### config.mk
export PLATFORM = sky130hd
export DESIGN_NAME = rvvi_trace_arbiter
export DESIGN_NICKNAME = d
export VERILOG_FILES = /design/src/rtl/rvvi_trace_arbiter.sv
export SDC_FILE = /design/constraint.sdc
export NUM_CORES = 1
export LEC_CHECK = 0
export BUFFER_PORTS_ARGS = -buffer_cell sky130_fd_sc_hd__buf_2
export CORE_MARGIN = 2
export CORE_UTILIZATION = 40
export CTS_BUF_LIST = sky130_fd_sc_hd__clkbuf_4
export DETAILED_ROUTE_END_ITERATION = 12
export PLACE_DENSITY = 0.65
export SLEW_MARGIN = 20
export SYNTH_ARGS = -nofsm -noshare
export SYNTH_HDL_FRONTEND = slang
export SYNTH_SLANG_ARGS = --single-unit
### constraint.sdc
create_clock -name clk_i -period 15.7 [get_ports clk_i]
set_input_delay 1.57 -clock clk_i [delete_from_list [all_inputs] [get_ports clk_i]]
set_output_delay 1.57 -clock clk_i [all_outputs]
set_load 0.02 [all_outputs]
### src/rtl/rvvi_trace_arbiter.sv
// rvvi_trace_arbiter: per-hart retirement FIFOs merged round-robin into one registered trace stream
module rvvi_trace_arbiter #(
  parameter int NUM_REQ = 2,
  parameter int REC_W = 97,
  parameter int DEPTH = 4
) (
  input  logic                          clk_i,
  input  logic                          rst_n_i,
  input  logic                          flush_i,
  input  logic [NUM_REQ-1:0]            req_valid_i,
  input  logic [NUM_REQ*REC_W-1:0]      req_rec_i,
  output logic [NUM_REQ-1:0]            req_ready_o,
  output logic                          out_valid_o,
  output logic [REC_W-1:0]              out_rec_o,
  output logic [$clog2(NUM_REQ)-1:0]    out_id_o,
  input  logic                          out_ready_i,
  output logic [NUM_REQ*16-1:0]         drop_cnt_o
);
  localparam int IDW = $clog2(NUM_REQ);
  localparam int PW = $clog2(DEPTH);
  localparam int CW = $clog2(DEPTH + 1);
  typedef enum logic {EMPTY, HOLD} state_t;
  state_t state_q, state_d;
  logic [REC_W-1:0] mem_q [NUM_REQ][DEPTH];
  logic [PW-1:0] wr_q [NUM_REQ];
  logic [PW-1:0] wr_d [NUM_REQ];
  logic [PW-1:0] rd_q [NUM_REQ];
  logic [PW-1:0] rd_d [NUM_REQ];
  logic [CW-1:0] cnt_q [NUM_REQ];
  logic [CW-1:0] cnt_d [NUM_REQ];
  logic [15:0] drop_q [NUM_REQ];
  logic [15:0] drop_d [NUM_REQ];
  logic [REC_W-1:0] out_rec_q, out_rec_d;
  logic [IDW-1:0] out_id_q, out_id_d, last_q, last_d, grant, idx;
  logic [NUM_REQ-1:0] nonempty, full, push, pop, drop;
  logic found, load;
  // Full is taken from the registered count so a same-cycle pop never opens a full FIFO.
  always_comb begin
    for (int k = 0; k < NUM_REQ; k++) begin
      nonempty[k] = cnt_q[k] != '0;
      full[k] = cnt_q[k] == CW'(DEPTH);
      push[k] = req_valid_i[k] && !full[k] && !flush_i;
      drop[k] = req_valid_i[k] && full[k] && !flush_i;
      drop_cnt_o[k*16 +: 16] = drop_q[k];
    end
  end
  always_comb begin
    found = 1'b0;
    grant = last_q;
    idx = '0;
    for (int i = 1; i <= NUM_REQ; i++) begin
      idx = IDW'((int'(last_q) + i) % NUM_REQ);
      if (!found && nonempty[idx]) begin
        found = 1'b1;
        grant = idx;
      end
    end
  end
  always_comb begin
    load = (state_q == EMPTY || out_ready_i) && found && !flush_i;
    state_d = state_q;
    out_rec_d = out_rec_q;
    out_id_d = out_id_q;
    last_d = last_q;
    if (flush_i) state_d = EMPTY;
    else if (load) begin
      state_d = HOLD;
      out_rec_d = mem_q[grant][rd_q[grant]];
      out_id_d = grant;
      last_d = grant;
    end else if (state_q == HOLD && out_ready_i) state_d = EMPTY;
  end
  always_comb begin
    for (int k = 0; k < NUM_REQ; k++) begin
      pop[k] = load && grant == IDW'(k);
      wr_d[k] = flush_i ? '0 : wr_q[k] + PW'(push[k]);
      rd_d[k] = flush_i ? '0 : rd_q[k] + PW'(pop[k]);
      cnt_d[k] = flush_i ? '0 : cnt_q[k] + CW'(push[k]) - CW'(pop[k]);
      drop_d[k] = (drop[k] && drop_q[k] != 16'hFFFF) ? drop_q[k] + 16'd1 : drop_q[k];
    end
  end
  always_ff @(posedge clk_i or negedge rst_n_i) begin
    if (!rst_n_i) begin
      state_q <= EMPTY;
      out_rec_q <= '0;
      out_id_q <= '0;
      last_q <= IDW'(NUM_REQ - 1);
      for (int k = 0; k < NUM_REQ; k++) begin
        wr_q[k] <= '0;
        rd_q[k] <= '0;
        cnt_q[k] <= '0;
        drop_q[k] <= '0;
      end
    end else begin
      state_q <= state_d;
      out_rec_q <= out_rec_d;
      out_id_q <= out_id_d;
      last_q <= last_d;
      for (int k = 0; k < NUM_REQ; k++) begin
        wr_q[k] <= wr_d[k];
        rd_q[k] <= rd_d[k];
        cnt_q[k] <= cnt_d[k];
        drop_q[k] <= drop_d[k];
      end
    end
  end
  always_ff @(posedge clk_i) begin
    for (int k = 0; k < NUM_REQ; k++)
      if (push[k]) mem_q[k][wr_q[k]] <= req_rec_i[k*REC_W +: REC_W];
  end
  assign req_ready_o = ~full;
  assign out_valid_o = state_q == HOLD;
  assign out_rec_o = out_rec_q;
  assign out_id_o = out_id_q;
endmodule

==> summary.md, run 1 <==
| Metric | Value |
|---|---|
| Vias in the first global route | `around 21000` |
| Detail Route Antenna Nets | `0` |
| Cell taking the most area after synthesis | `edfxtp_1` |
| Initial Util | `40.2%` |
| CTS Hold Bufs | `0` |
| CP max stage delay | `a little over 0.8 ns` |
| CTS max path bufs | `3` |
| Sequential share of the synthesized area | `74.5%` |
| Top cells by area, synth | `edfxtp_1 (64%), mux2i_1 (11%), dfrtp_1 (10%)` |
| Placeable Area | `89900 µm²` |
| Placed Cells | `3419` |
| PD cells | `between 150 and 200 nW/µm²` |
| Num ports | `about 330` |
| Via count | `approximately 20000` |
| Status | `finished clean` |
| Mean Syn Cell Area | `roughly 18 µm²` |
| TritonCTS buffer count | `225` |
| Root Buffer | `clkbuf_4` |
| Cell Chain, Critical Path | `buf_2, nand2b_1, nor2_1, nand2_1, nor2_4, buf_4, buf_4` |
| Post-synth EDFFs | `slightly below 800` |
| Largest net degree at the start of global routing | `approximately 140` |
| Yosys cell types | `58` |
| # port buffers | `between 300 and 400` |
| CP max FO | `39` |
| Pre-antenna DRT Iters | `5` |
| Area grow syn2layout | `16.5%` |
| Max Fclk | `around 0.24 GHz` |
| # setup viols final | `0` |
| Rows | `110` |
| Max-cap viol count | `0` |
| Required time of the critical path | `between 15 and 20 ns` |
| Setup slack at placement | `between 10 and 15 ns` |
| Chip Width | `305 µm` |
| Slowest cell on crit path | `nor2_4` |
| Total Power | `6.78 mW` |
| H-tree levels | `4` |
| Clock Skew | `between 0.1 and 0.15 ns` |
| Number of hold violations in the final report | `0` |
| Tcrit/Tclk final | `between 20% and 30%` |
| Layout cell share with drive strength beyond 1 | `approximately a third` |
| Buf/Inv on CP | `3` |
| Critical Path AT | `4.82 ns` |
| Total GRT Usage | `between 10% and 20%` |
| Worst-margin pin slew | `about 1.1 ns` |
| RSZ-0062 raised after global routing | `false` |
| Mapped Area | `36200 µm²` |
| Worst hold slack | `~0.36 ns` |
| Share of the synthesized area in the top cell type | `between 60% and 70%` |
| Most common cell in the netlist | `edfxtp_1` |
| GPL Wtd Cong | `a little over 0.8` |
| Crit-path leading delay family | `simple AND/OR/NAND/NOR gates` |
| Setup TNS | `0 ns` |
| Setup ws final | `between 10 and 15 ns` |
| Syn Nets | `roughly 2200` |
| Post-cts sizing count | `0` |
| Height of the die | `305 µm` |
| Clock-pin slew on the worst setup and hold paths | `approximately 0.070 ns` |
| Total setup buffers inserted after CTS | `0` |
| Most used cell, CP | `buf_4` |
| DRC violation total after the first TritonRoute iteration | `approximately 1600` |
| CTS tree | `yes` |
| Cells after Synth | `about 2000` |
| Max-slew violations | `0` |
| Placed instance area | `roughly 39000 µm²` |
| Warnings from Yosys | `0` |
| Remaining Overflow, GRT | `0` |
| Detailed placement HPWL | `roughly 53000 µm` |
| Worst skew pair latency | `about 1.1 ns` |
| Main synth FF type | `edfxtp_1` |
| Post-Layout Cell Count | `between 3000 and 4000` |
| Via/cell ratio | `approximately 5.2` |
| Initial antenna violation count | `between 40 and 50` |
| Crit Path Category | `input pin to flop` |
| Die Area | `between 90000 and 100000 µm²` |
| WL final | `just under 90000 µm` |
| Register area | `27000 µm²` |
| Synth Register Bits | `around 920` |
| Routed len/inst | `between 20 and 25 µm` |
| VDD IR max | `0.121 mV` |
| Synth top cells by count | `edfxtp_1 (776), mux2i_1 (388), mux2_2 (150)` |
| Fin util | `between 40% and 50%` |
| Min Tclk post-route | `around 4.2 ns` |
| # nets final | `~2700` |
| Rel. slew slack | `24.4%` |
| Residual DRC count | `0` |
| Share of async-settable or async-resettable flops after synthesis | `15.8%` |
| First-pass GRT wire length | `131000 µm` |
| Multi-input gate area | `between 8000 and 9000 µm²` |
| CTS Sinks | `922` |
| # fillers | `a little under 8000` |
| Worst min path class | `input pin to asynchronous set/reset pin` |
| Design area | `between 40000 and 50000 µm²` |
| Endpoint type of the worst setup path | `flop` |
| Leak | `14.6 nW` |
| Critical path launch point type | `input pin` |
## report_power, final
group / switching (mW) / internal (mW)
Combinational: 0.985 / 0.695
Sequential: 0.170 / 2.90
Clock: 0.946 / 1.09
## state kept, by name, summed over array words and instances, names as in the netlist
register and flops:
wr_q 4, out_id_o 1, drop_cnt_o 32, out_valid_o 1, out_rec_o 97, rd_q 4, last_q 1, cnt_q 6
mem_q 776
## logic make-up after synthesis
| family | Yosys count | share of synthesized area (%) |
|---|---|---|
| flip-flops | 922 | 74.5 |
| AND/OR/NAND/NOR | 203 | 2.85 |
| AO/OA/AOI/OAI | 124 | 2.92 |
| buffers and inverters | 110 | 1.67 |
| XOR/XNOR | 36 | 0.872 |
| adder cells (fa/ha/maj) | 8 | 0.318 |
| multiplexers | 584 | 16.8 |
## layer usage
layer | vias up | track usage (%) | part of all wire, %
li1 | 8974 | - | -
met1 | 10200 | 23.6 | 41
met2 | 705 | 31.1 | 49
met3 | 192 | 6.89 | 8.2
met4 | 42 | 6.06 | 2.1
met5 | - | 0 | 0.29
## final timing paths
check / start / cells past startpoint / slack [ns] / to
max: flush_i / 7 / 11.53 / mem_q[1][145]$_DFFE_PP_
min: rst_n_i / 1 / 0.36 / drop_cnt_o[30]$_DFFE_PN0P_
max reg2reg: cnt_q[2]$_DFF_PN0_ / 6 / 11.93 / mem_q[1][145]$_DFFE_PP_
min reg2reg: out_rec_o[60]$_DFFE_PN0P_ / 2 / 0.49 / out_rec_o[60]$_DFFE_PN0P_
max in group asynchronous: rst_n_i / 2 / 13.83 / out_rec_o[85]$_DFFE_PN0P_
min in group clk_i: out_rec_o[60]$_DFFE_PN0P_ / 2 / 0.49 / out_rec_o[60]$_DFFE_PN0P_
## worst register-to-register path, delay by kind of cell, from the launching register on
kind / cells / cell delay (ns)
buf+inv: 2 / 1.35
flops: 1 / 0.43
simple gates: 4 / 1.52
## cell usage in the layout (no fill, tap or decap), types with 5 or more instances in the layout
master,Yosys,final
edfxtp_1,776,776
mux2_1,46,46
nand4_1,10,10
nor4_1,7,5
nor2b_1,6,6
o221ai_1,97,97
inv_1,6,6
nand2_1,108,108
dfrtp_1,145,143
xor2_1,19,19
mux2i_1,388,388
clkinv_2,0,9
nor3_1,5,5
buf_2,20,331
ha_1,6,6
bufinv_16,0,6
mux2_2,150,150
xnor2_1,17,17
o21ai_0,5,5
nor2_1,17,15
nand3_1,8,8
clkinv_1,0,48
buf_4,10,25
clkinv_4,0,5
clkbuf_4,0,338
diode_2,0,20
## cell type report
| type | instances | area share (%) |
|---|---|---|
| multi-input combinational | 955 | 20.7 |
| inverter | 7 | 0.0624 |
| clock inverter | 75 | 1.17 |
| sequential | 922 | 64.0 |
| clock buffer | 338 | 6.02 |
| timing repair buffer | 359 | 4.48 |
| antenna | 20 | 0.119 |
| tap | 1176 | 3.49 |
Note: power is estimated with default switching activity, not from simulation.
==> inputs of run 2 (changes only) <==
clock period = 4 ns   (was 15.7 ns; I/O delays follow)
==> summary.md, run 2 (synthesis gave the netlist of run 1 again) <==
| Metric | Value |
|---|---|
| Status | `finished clean` |
| Crit path to | `out_rec_o[51]$_DFFE_PN0P_` |
| Met2 usage | `around a third` |
| Number of hold violations in the final report | `0` |
| Min Tclk post-route | `just under 3 ns` |
| Vias in the first global route | `23300` |
| Num ports | `roughly 330` |
| Critical path launch point type | `flop` |
| Max-slew violations | `0` |
| Worst path depth | `5` |
| Rows | `110` |
| CTS Sinks | `about 920` |
| Met1 global-route usage | `roughly 24%` |
| Leak | `16.3 nW` |
| Post-cts sizing count | `0` |
| Met3 usage in global routing | `under 10%` |
| RSZ-0062 raised after global routing | `false` |
| Initial Util | `around two fifths` |
| Required time of the critical path | `about 5.0 ns` |
| Area grow syn2layout | `28.1%` |
| Die Area | `approximately 93000 µm²` |
| Worst hold slack | `~0.14 ns` |
| CP max stage delay | `0.73 ns` |
| Buf/Inv on CP | `1` |
| Total Power | `~27 mW` |
| Worst min path class | `input pin to flop` |
| H-tree levels | `4` |
| Root Buffer | `clkbuf_4` |
| WL final | `approximately 91000 µm` |
| Setup ws final | `between 1 and 1.5 ns` |
| Setup slack at placement | `between 1 and 1.5 ns` |
| Remaining Overflow, GRT | `0` |
| Layout cell share with drive strength beyond 1 | `between 20 and 30%` |
| Rel. slew slack | `between 30% and 40%` |
| Height of the die | `approximately 300 µm` |
| FF-to-FF path depth | `5` |
| Via count | `around 22000` |
| Gr busiest metal | `met2` |
| Via/cell ratio | `between 5 and 6` |
| Commonest cells after routing, fill and taps aside | `edfxtp_1 (776), mux2i_1 (388), dlygate4sd3_1 (379)` |
| Cell Chain, Critical Path | `nor3_2, a21o_4, buf_4, mux2_2, o221ai_1` |
| Initial antenna violation count | `9` |
| PD cells | `584 nW/µm²` |
| VDD IR max | `between 0.5 and 0.6 mV` |
| Clock Skew | `approximately 0.083 ns` |
| Total setup buffers inserted after CTS | `0` |
| CTS max path bufs | `3` |
| Worst-margin pin slew | `between 0.9 and 1 ns` |
| Total GRT Usage | `between 10% and 20%` |
| Max FFs per register | `between 700 and 800` |
| R2R Setup Slk | `1.07 ns` |
| CTS tree | `yes` |
| Detailed placement HPWL | `between 40000 and 50000 µm` |
| Post-Layout Cell Count | `4249` |
| Clock-pin slew on the worst setup and hold paths | `~0.060 ns` |
| Pre-antenna DRT Iters | `5` |
| Crit-path leading delay family | `compound AO/OA/AOI/OAI gates` |
| Reg2reg start | `cnt_q[1]$_DFF_PN0_` |
| GPL Wtd Cong | `roughly 0.83` |
| Setup TNS | `0 ns` |
| Max Fclk | `between 0.3 and 0.4 GHz` |
| # fillers | `7301` |
| CP max FO | `42` |
| TritonCTS buffer count | `230` |
| Most common cell after layout, fill and taps aside | `edfxtp_1` |
| Reg-to-reg critical path endpoint | `out_rec_o[51]$_DFFE_PN0P_` |
| Critical Path AT | `3.89 ns` |
| DRC violation total after the first TritonRoute iteration | `1384` |
| First-pass GRT wire length | `around 140000 µm` |
| # setup viols final | `0` |
| Routed len/inst | `about 21 µm` |
| Endpoint type of the worst setup path | `flop` |
| Residual DRC count | `0` |
| Chip Width | `a little over 300 µm` |
| # port buffers | `between 300 and 400` |
| Largest net degree at the start of global routing | `102` |
| Placed Cells | `between 3000 and 4000` |
| Placeable Area | `~90000 µm²` |
| Detail Route Antenna Nets | `0` |
| Tcrit/Tclk final | `73.3%` |
| # nets final | `between 3000 and 4000` |
| Slowest cell on crit path | `a21o_4` |
| Max-cap viol count | `0` |
| Worst skew pair latency | `1.10 ns` |
| Crit Path Category | `flop to flop` |
| Critical Path Source | `cnt_q[1]$_DFF_PN0_` |
-- run 2: cell count changes in the layout (fill, tap and decap cells not counted), sizes merged --
| cell | previous run | this run |
|---|---|---|
| clkbuf | 338 | 334 |
| bufinv | 6 | 2 |
| dlygate4sd3 | 0 | 379 |
| clkinv | 62 | 86 |
| inv | 13 | 16 |
| diode | 20 | 5 |
| buf | 359 | 373 |
-- run 2: what timing repair did --
item | CTS | global route
hold buffers | 380 | 0
endpoints found under the setup margin | 0 | 0
hold endpoints to repair | 963 | 0
-- run 2: layout make-up --
| class | instances | area [µm²] | share of cell area [%] |
|---|---|---|---|
| multi-input combinational | 955 | 8740 | 18.9 |
| sequential | 922 | 27000 | 58.2 |
| clock buffer | 334 | 2510 | 5.41 |
| timing repair buffer | 752 | 6130 | 13.2 |
| inverter | 7 | 26.3 | 0.0567 |
| tap | 1176 | 1470 | 3.18 |
| clock inverter | 98 | 473 | 1.02 |
| antenna | 5 | 12.5 | 0.0270 |
-- run 2: power by group --
group          internal, mW  switching [mW]  total (mW)
registers              11.4           0.514        11.9
clock network          3.99            3.82        7.81
logic                  3.16            4.19        7.34
total                  18.5            8.52        27.0
-- run 2: worst register-to-register path, cell delays in order, from the launching register on --
cell and delay, ns:
dfrtp_1 0.47, nor3_2 0.51, a21o_4 0.73, buf_4 0.49, mux2_2 0.39, o221ai_1 0.21
-- run 2: worst min-delay path by stage --
stage / cells past startpoint / start / to / slack (ns)
finish: 2 / req_rec_i[76] / mem_q[0][367]$_DFFE_PP_ / 0.14
global route: 2 / req_rec_i[76] / mem_q[0][367]$_DFFE_PP_ / 0.04
CTS: 2 / req_rec_i[76] / mem_q[0][367]$_DFFE_PP_ / 0.004
detailed placement: 2 / out_rec_o[38]$_DFFE_PN0P_ / out_rec_o[38]$_DFFE_PN0P_ / 0.47
global placement: 2 / out_rec_o[24]$_DFFE_PN0P_ / out_rec_o[24]$_DFFE_PN0P_ / 0.47
floorplan: 0 / rst_n_i / cnt_q[0]$_DFF_PN0_ / 0.10
-- run 2: per-stage QoR --
step | area, µm² | util (%)
2_1_floorplan | 36200 | -
3_3_place_gp | 39500 | 44.0
3_5_place_dp | 39500 | 44.0
4_1_cts | 46300 | 51.5
5_1_grt | 46300 | 51.5
6_report | 46300 | 51.5
-- run 2: metal layers --
| metal | part of all wire, % | up-vias | wire (µm) |
|---|---|---|---|
| met5 | 0.088 | - | 80 |
| met4 | 2.3 | 10 | 2110 |
| met3 | 6.2 | 164 | 5660 |
| met2 | 50 | 707 | 45400 |
| met1 | 42 | 11000 | 38000 |
| li1 | - | 9758 | - |
==> inputs of run 3 (changes only) <==
clock period = 3 ns   (was 4 ns; I/O delays follow)
==> summary.md, run 3 (synthesis gave the netlist of run 1 again) <==
| Metric | Value |
|---|---|
| Residual DRC count | `0` |
| Reg-to-reg critical path endpoint | `cnt_q[2]$_DFF_PN0_` |
| Worst min path class | `input pin to flop` |
| Setup slack at placement | `~0.34 ns` |
| WL final | `around 91000 µm` |
| Max-cap viol count | `0` |
| CTS max path bufs | `3` |
| Required time of the critical path | `approximately 4.0 ns` |
| Clock-pin slew on the worst setup and hold paths | `0.07 ns` |
| CP max FO | `5` |
| Worst skew pair latency | `approximately 1.1 ns` |
| Area grow syn2layout | `29.6%` |
| Total GRT Usage | `approximately 20%` |
| Crit path to | `cnt_q[2]$_DFF_PN0_` |
| RSZ-0062 raised after global routing | `false` |
| Total Power | `36.4 mW` |
| Critical Path AT | `about 3.7 ns` |
| Crit Path Category | `flop to flop` |
| Rel. slew slack | `around 42%` |
| Detail Route Antenna Nets | `0` |
| Reg2reg start | `cnt_q[5]$_DFF_PN0_` |
| TritonCTS buffer count | `~230` |
| Placed Cells | `3454` |
| Initial Util | `between 40% and 50%` |
| Remaining Overflow, GRT | `0` |
| # nets final | `3115` |
| Critical Path Source | `cnt_q[5]$_DFF_PN0_` |
| Total setup buffers inserted after CTS | `0` |
| # port buffers | `332` |
| Critical path launch point type | `flop` |
| Worst-margin pin slew | `roughly 0.87 ns` |
| Detailed placement HPWL | `51200 µm` |
| CTS Sinks | `922` |
| # setup viols final | `0` |
| Commonest cells after routing, fill and taps aside | `edfxtp_1 (776), dlygate4sd3_1 (397), mux2i_1 (388)` |
| Clock Skew | `0.0901 ns` |
| Num ports | `about 330` |
| Largest net degree at the start of global routing | `a little over 100` |
| Layout cell share with drive strength beyond 1 | `a little under a third` |
| Chip Width | `approximately 300 µm` |
| DRC violation total after the first TritonRoute iteration | `1574` |
| Status | `finished clean` |
| Pre-antenna DRT Iters | `5` |
| Max FFs per register | `just under 800` |
| Endpoint type of the worst setup path | `flop` |
| H-tree levels | `4` |
| Root Buffer | `clkbuf_4` |
| Number of hold violations in the final report | `0` |
| VDD IR max | `0.598 mV` |
| Die Area | `roughly 93000 µm²` |
| First-pass GRT wire length | `139000 µm` |
| GPL Wtd Cong | `around 0.83` |
| Post-Layout Cell Count | `around 4300` |
| CTS tree | `yes` |
| Max Fclk | `0.372 GHz` |
| Via count | `between 20000 and 25000` |
| Max-slew violations | `0` |
| Fin util | `between 50% and 60%` |
| Most common cell after layout, fill and taps aside | `edfxtp_1` |
| Routed len/inst | `21.3 µm` |
| Rows | `110` |
| Min Tclk post-route | `2.69 ns` |
| Via/cell ratio | `5.09` |
| FF-to-FF path depth | `9` |
| Height of the die | `between 300 and 400 µm` |
| Leak | `16.6 nW` |
| Tcrit/Tclk final | `about nine tenths` |
| R2R Setup Slk | `approximately 0.31 ns` |
| Setup ws final | `about 0.31 ns` |
| PD cells | `around 780 nW/µm²` |
| Vias in the first global route | `around 24000` |
| Placeable Area | `between 80000 and 90000 µm²` |
| Initial antenna violation count | `8` |
[run 3: cell types whose count changed in the layout (fill, tap and decap cells not counted), moves of 2 or more]
cell / before / now
buf_4: 13 / 24
buf_12: 27 / 38
inv_2: 5 / 3
inv_6: 5 / 3
clkinv_2: 11 / 9
clkbuf_4: 334 / 356
clkinv_1: 73 / 52
dlygate4sd3_1: 379 / 397
[run 3: routing by layer]
| metal | routed length [µm] | vias to the layer above | track usage (%) |
|---|---|---|---|
| li1 | - | 9852 | - |
| met1 | 37500 | 11000 | 23.9 |
| met2 | 46100 | 756 | 33.9 |
| met3 | 5520 | 173 | 5.08 |
| met4 | 1950 | 6 | 7.28 |
| met5 | 38 | - | 0 |
[run 3: repair_timing]
item	4_1_cts	5_1_grt
gates resized for setup	0	0
hold buffers	398	0
endpoints found under the hold margin	1210	0
[run 3: how the worst min path moves through the flow]
stage | start | to | slack (ns) | depth (start not counted)
after detailed placement | rst_n_i | drop_cnt_o[29]$_DFFE_PN0P_ | 0.25 | 1
after global routing | flush_i | wr_q[3]$_DFF_PN0_ | 0.13 | 3
after global placement | rst_n_i | drop_cnt_o[29]$_DFFE_PN0P_ | 0.25 | 1
after floorplan | rst_n_i | cnt_q[0]$_DFF_PN0_ | 0.004 | 0
after CTS | flush_i | wr_q[3]$_DFF_PN0_ | 0.03 | 3
final | flush_i | wr_q[3]$_DFF_PN0_ | 0.19 | 3
[run 3: worst max-delay path, cell delays in order (launching register included)]
cell and delay (ns):
dfrtp_1 0.41, o31a_1 0.39, or4_1 0.58, xnor2_1 0.18, ha_1 0.17, inv_1 0.05, fa_1 0.37, xor2_1 0.20
xnor2_1 0.15, nor2_1 0.06
[run 3: final cells by class]
class	count	area, µm²
clock inverter	74	387
clock buffer	356	2670
antenna	5	12.5
tap	1176	1470
sequential	922	27000
multi-input combinational	955	8740
timing repair buffer	792	6610
fill	7269	43000
inverter	7	26.3
[run 3: power by group]
group / internal (mW) / total, mW / switching (mW)
sequential: 15.2 / 15.9 / 0.776
combinational: 4.29 / 9.78 / 5.49
clock: 5.59 / 10.6 / 5.05
[run 3: per-stage QoR]
step / instance area, µm² / hold slack, ns / setup TNS (ns)
after floorplan: 36300 / 0.00441 / -376.06
after global placement: 39800 / 0.249 / 0
after detailed placement: 39800 / 0.251 / 0
after CTS: 46900 / 0.0346 / 0
after global routing: 46900 / 0.128 / 0
final: 46900 / 0.193 / 0
